**src/rtl/otter_intr_ctrl.sv**
```systemverilog
// N-channel MMIO interrupt controller: sync, edge/level, mask, fixed priority, claim/complete.
// Latency: IRQ edge -> PEND in SYNC_STAGES+1 cycles -> INTR +1; MMIO reads return 1 cycle after address.
// Backpressure: none; a single claim is outstanding and INTR stays low until it is completed.
module otter_intr_ctrl #(
    parameter int          N_CH        = 8,
    parameter logic [31:0] BASE_ADDR   = 32'h1100_0100,
    parameter int          SYNC_STAGES = 2
) (
    input  logic            CLK,
    input  logic            RESET,
    input  logic [N_CH-1:0] IRQ_IN,
    input  logic [31:0]     IOBUS_ADDR,
    input  logic [31:0]     IOBUS_OUT,
    input  logic            IOBUS_WR,
    input  logic            INT_TAKEN,
    output logic [31:0]     RD_DATA,
    output logic            RD_HIT,
    output logic            INTR
);
    typedef enum logic [1:0] {IDLE, REQ, SERVICE} state_t;

    state_t                           state_q, state_d;
    logic [SYNC_STAGES-1:0][N_CH-1:0] sync_q;
    logic [N_CH-1:0]                  s, s_prev, rise, pend, enable, mode, req, w1c, claim_clr;
    logic [4:0]                       claim_id, claim_id_d, sel;
    logic                             take, addr_hit, wr_hit, complete;
    logic [1:0]                       reg_sel;
    logic [31:0]                      rd_d, claim_p1;

    assign addr_hit = (IOBUS_ADDR[31:4] == BASE_ADDR[31:4]);
    assign wr_hit   = IOBUS_WR && addr_hit && (IOBUS_ADDR[1:0] == 2'b00);
    assign reg_sel  = IOBUS_ADDR[3:2];
    assign s        = sync_q[SYNC_STAGES-1];
    assign rise     = s & ~s_prev;
    assign req      = pend & enable;
    assign claim_p1 = 32'(claim_id) + 32'd1;
    assign w1c      = (wr_hit && reg_sel == 2'd0) ? IOBUS_OUT[N_CH-1:0] : '0;
    assign complete = wr_hit && (reg_sel == 2'd3) && (IOBUS_OUT == claim_p1);

    // Lowest index wins: scan downward so the last hit is the smallest channel.
    always_comb begin
        sel = '0;
        for (int i = N_CH - 1; i >= 0; i--) begin
            if (req[i]) sel = 5'(i);
        end
    end

    always_comb begin
        claim_clr = '0;
        for (int i = 0; i < N_CH; i++) begin
            claim_clr[i] = take && (sel == 5'(i));
        end
    end

    always_comb begin
        state_d    = state_q;
        claim_id_d = claim_id;
        take       = 1'b0;
        INTR       = 1'b0;
        case (state_q)
            IDLE: begin
                if (|req) state_d = REQ;
            end
            REQ: begin
                INTR = 1'b1;
                if (INT_TAKEN) begin
                    if (|req) begin
                        take       = 1'b1;
                        claim_id_d = sel;
                        state_d    = SERVICE;
                    end else begin
                        claim_id_d = '0;
                        state_d    = IDLE;
                    end
                end else if (!(|req)) begin
                    state_d = IDLE;
                end
            end
            SERVICE: begin
                if (complete) state_d = IDLE;
            end
            default: state_d = IDLE;
        endcase
    end

    always_comb begin
        rd_d = '0;
        if (addr_hit) begin
            case (reg_sel)
                2'd0:    rd_d = 32'(pend);
                2'd1:    rd_d = 32'(enable);
                2'd2:    rd_d = 32'(mode);
                default: rd_d = (state_q == SERVICE) ? claim_p1 : 32'd0;
            endcase
        end
    end

    always_ff @(posedge CLK) begin
        if (RESET) begin
            sync_q   <= '0;
            s_prev   <= '0;
            pend     <= '0;
            enable   <= '0;
            mode     <= '0;
            state_q  <= IDLE;
            claim_id <= '0;
            RD_DATA  <= '0;
            RD_HIT   <= 1'b0;
        end else begin
            sync_q <= {sync_q[SYNC_STAGES-2:0], IRQ_IN};
            s_prev <= s;
            // Edge channels: a fresh rise beats any same-cycle clear. Level channels track s.
            pend   <= (mode & ((pend & ~w1c & ~claim_clr) | rise)) | (~mode & s);
            if (wr_hit && reg_sel == 2'd1) enable <= IOBUS_OUT[N_CH-1:0];
            if (wr_hit && reg_sel == 2'd2) mode   <= IOBUS_OUT[N_CH-1:0];
            state_q  <= state_d;
            claim_id <= claim_id_d;
            RD_DATA  <= rd_d;
            RD_HIT   <= addr_hit;
        end
    end
endmodule
```
**config.mk**
```make
export PLATFORM = sky130hd
export DESIGN_NAME = otter_intr_ctrl
export DESIGN_NICKNAME = d
export VERILOG_FILES = /design/src/rtl/otter_intr_ctrl.sv
export SDC_FILE = /design/constraint.sdc
export NUM_CORES = 1
export LEC_CHECK = 0
export CAP_MARGIN = 15
export CORE_MARGIN = 3
export CORE_UTILIZATION = 44
export CTS_CLUSTER_SIZE = 40
export DETAILED_ROUTE_END_ITERATION = 12
export HOLD_SLACK_MARGIN = 0.03
export PLACE_DENSITY = 0.77
export REMOVE_ABC_BUFFERS = 1
export SYNTH_ARGS = -nofsm -noshare
export SYNTH_HDL_FRONTEND = slang
export SYNTH_SLANG_ARGS = --single-unit
```
**constraint.sdc**
```tcl
create_clock -name CLK -period 2.3 [get_ports CLK]
set_input_delay 0.46 -clock CLK [delete_from_list [all_inputs] [get_ports CLK]]
set_output_delay 0.46 -clock CLK [all_outputs]
set_load 0.03 [all_outputs]
```
==> flow_metrics.tcl <==
set metrics [dict create \
    status "completed" \
    min_path_cells 1 \
    grt_max_degree 25 \
    gp_congestion 0.903 \
    grt_usage_pct 20.5 \
    synth_ff_type "dfxtp_1" \
    power_density_nw_per_um2 600 \
    synth_area_leaders "dfxtp_1 (43%), buf_4 (7.1%), mux2i_1 (7.0%), nor2b_1 (6.8%), nor2_1 (4.7%)" \
    finalHoldViolations 0 \
    place_hpwl_um 5790 \
    ioPinCount 110 \
    grt_pass1_wl_um 11600 \
    fin_hold_ws_ps 434 \
    area_growth_pct 39.5 \
    diodes 0 \
    hold_class "flip-flop to flip-flop" \
    r2r-end "pend[6]$_SDFF_PP0_" \
    crit_type "input pin to flip-flop" \
    synth-edff-count 0 \
    leakagePower_nw 1.53 \
    die_h_um 86.5 \
    synth_cell_types 44 \
    dr.pass1.iters 4 \
    detail_route.vias_per_cell 5.13 \
    drive_gt1_share_pct 10.7 \
    yosysMostFrequentCell "dfxtp_1" \
    core_um2 6100 \
    drtAntennaViolNets 0 \
    max_freq_ghz 0.480 \
    grt-ovfl-total 0 \
    numClockSinks 62 \
    synth_top_cell_area_share_pct 43.5 \
    max-slew-margin-rel_pct 65.0 \
    via_count 2500 \
    die_area_um2 7490 \
    final_nets 484 \
    synth_cells 309 \
    die_w_um 86.5 \
    max-cap-violations 0 \
    final_max_slew_viol_count 0 \
    worstRegToRegCells 5 \
    syn_area_um2 2850 \
    io_buffers 85 \
    worstMarginPinSlew_ps 520 \
    first_iter_violations 204 \
    cp-startpoint "IOBUS_ADDR[6]" \
    finalWirelength_um 7540 \
    grt_pass1_vias 2440 \
    start_util_pct 46.8 \
    min-delay-start "sync_q[3]$_SDFF_PP0_" \
    setup-violations-final 0 \
    vdd_drop_max_uv 421 \
    placed_cells_incl_taps 471 \
    worst_hold_path.endpoint "s[3]$_SDFF_PP0_" \
    path_max_fanout 8 \
    ys_seq_area_share_pct 43.5 \
    r2r_start "enable[2]$_SDFFE_PP0P_" \
    cts_buffer_depth 2 \
    reg2reg_setup_slack_ps 590 \
    start_kind "input pin" \
    drcViolationCount 0 \
    post-cts-setup-buffer-count 0 \
    crit_required_ps 2530 \
    arrival_ps 2320 \
    finalPower_mw 2.39 \
    cts_tree "done" \
    fin_skew_ps 9.25 \
    path_clk_slew_ps 60 \
    synth_top_area_cell "dfxtp_1" \
    h-tree-depth 3 \
    antenna_found_initial 0 \
    synth.avg_cell_area_um2 9.24 \
    ctsHoldBuffers 0 \
    clockRootBuffer "clkbuf_8" \
    yosysWarningCount 0 \
    netlist_top_cells_count "dfxtp_1 (62), nor2_1 (36), nand2_1 (35)" \
    wl_per_cell_um 15.5 \
    dpl_worst_slack_ps -127 \
    fin_crit_ps 2080 \
    finish.utilization_pct 65.3 \
    cts_resized 0 \
    numCtsBuffers 9 \
    fin_crit_sh_pct 90.6 \
    fin_ws_ps 217 \
    rsz0062_at_grt "false" \
    clk_latency_ps 340 \
    stdcell_count 487 \
    nFillCells 503 \
    core.rowCount 28 \
    end_kind "flip-flop" \
    ys_ff_latch 62 \
    async_flop_share_pct 0 \
]
==> area by class of cell <==
type                    instances  area [µm²]  area share (%)
well taps                      75        93.8            2.36
clock inverters                 3        40.0            1.01
repair buffers                101         966            24.3
multi-input cells             230        1450            36.4
flip-flops and latches         62        1240            31.2
inverters                       3        11.3           0.283
clock buffers                  13         179            4.49
==> worst max path at each step <==
stage,endpoint,slack (ps),cells past startpoint
2_1_floorplan,mode[0]$_SDFFE_PP0P_,-420,4
3_3_place_gp,state_q[1]$_SDFFE_PP0P_,-100,6
3_5_place_dp,mode[4]$_SDFFE_PP0P_,-130,7
4_1_cts,mode[4]$_SDFFE_PP0P_,220,7
5_1_grt,mode[4]$_SDFFE_PP0P_,80,7
6_report,mode[6]$_SDFFE_PP0P_,220,7
==> flip-flops by register name, summed over array words and instances (netlist names) <==
signal,count
sync_q,8
mode,8
pend,8
RD_HIT,1
s_prev,8
state_q,2
enable,8
claim_id,3
RD_DATA,8
s,8
==> layer usage <==
| metal | vias up | GRT usage [%] | part of all wire, % | routed length, µm |
|---|---|---|---|---|
| met3 | 13 | 7.13 | 10 | 760 |
| li1 | 1228 | - | - | - |
| met2 | 108 | 33.9 | 47 | 3570 |
| met4 | 0 | 10.1 | 2.2 | 164 |
| met1 | 1151 | 23.6 | 40 | 3050 |
| met5 | - | 0 | 0 | 0 |
==> power by group <==
| part | leakage (nW) | internal [mW] | switching [mW] | total, mW |
|---|---|---|---|---|
| registers | 0.504 | 1.09 | 0.00682 | 1.10 |
| logic | 0.915 | 0.147 | 0.121 | 0.268 |
| clock network | 0.115 | 0.615 | 0.403 | 1.02 |
==> critical path, cell delays in order <==
cell and delay, ps:
clkdlybuf4s50_1 430, nor4b_2 290, nand4_1 250, nor4b_2 350, buf_4 260, mux2i_1 230
nor2_1 60
==> cell families after synthesis <==
kind of cell / Yosys count / share of synthesized area [%]
AND/OR/NAND/NOR: 142 / 26.5
flip-flops: 62 / 43.5
buffers and inverters: 40 / 8.94
AO/OA/AOI/OAI: 36 / 9.38
multiplexers: 24 / 10.2
XOR/XNOR: 3 / 0.921
adder cells (fa/ha/maj): 1 / 0.438
other: 1 / 0.131
==> layout by cell type, fill, tap and decap left out, drive strengths merged, types with 2 or more instances in the layout <==
master / n
a211oi: 7
a21oi: 8
a22o: 9
a22oi: 3
a311oi: 2
and2: 2
buf: 17
clkbuf: 13
clkdlybuf4s50: 84
clkinv: 2
conb: 24
dfxtp: 62
inv: 3
mux2i: 20
mux4: 4
nand2: 35
nand2b: 3
nand3: 4
nand4: 3
nor2: 36
nor2b: 31
nor4: 13
nor4b: 4
xor2: 2
==> metrics by stage <==
stage | TNS (ps) | cell area [µm²]
detailed placement | -1860 | 3760
floorplan | -3330 | 2700
CTS | 0 | 3980
global placement | -1150 | 3760
global route | 0 | 3980
finish | 0 | 3980
Power figures use the tool's default switching activity.
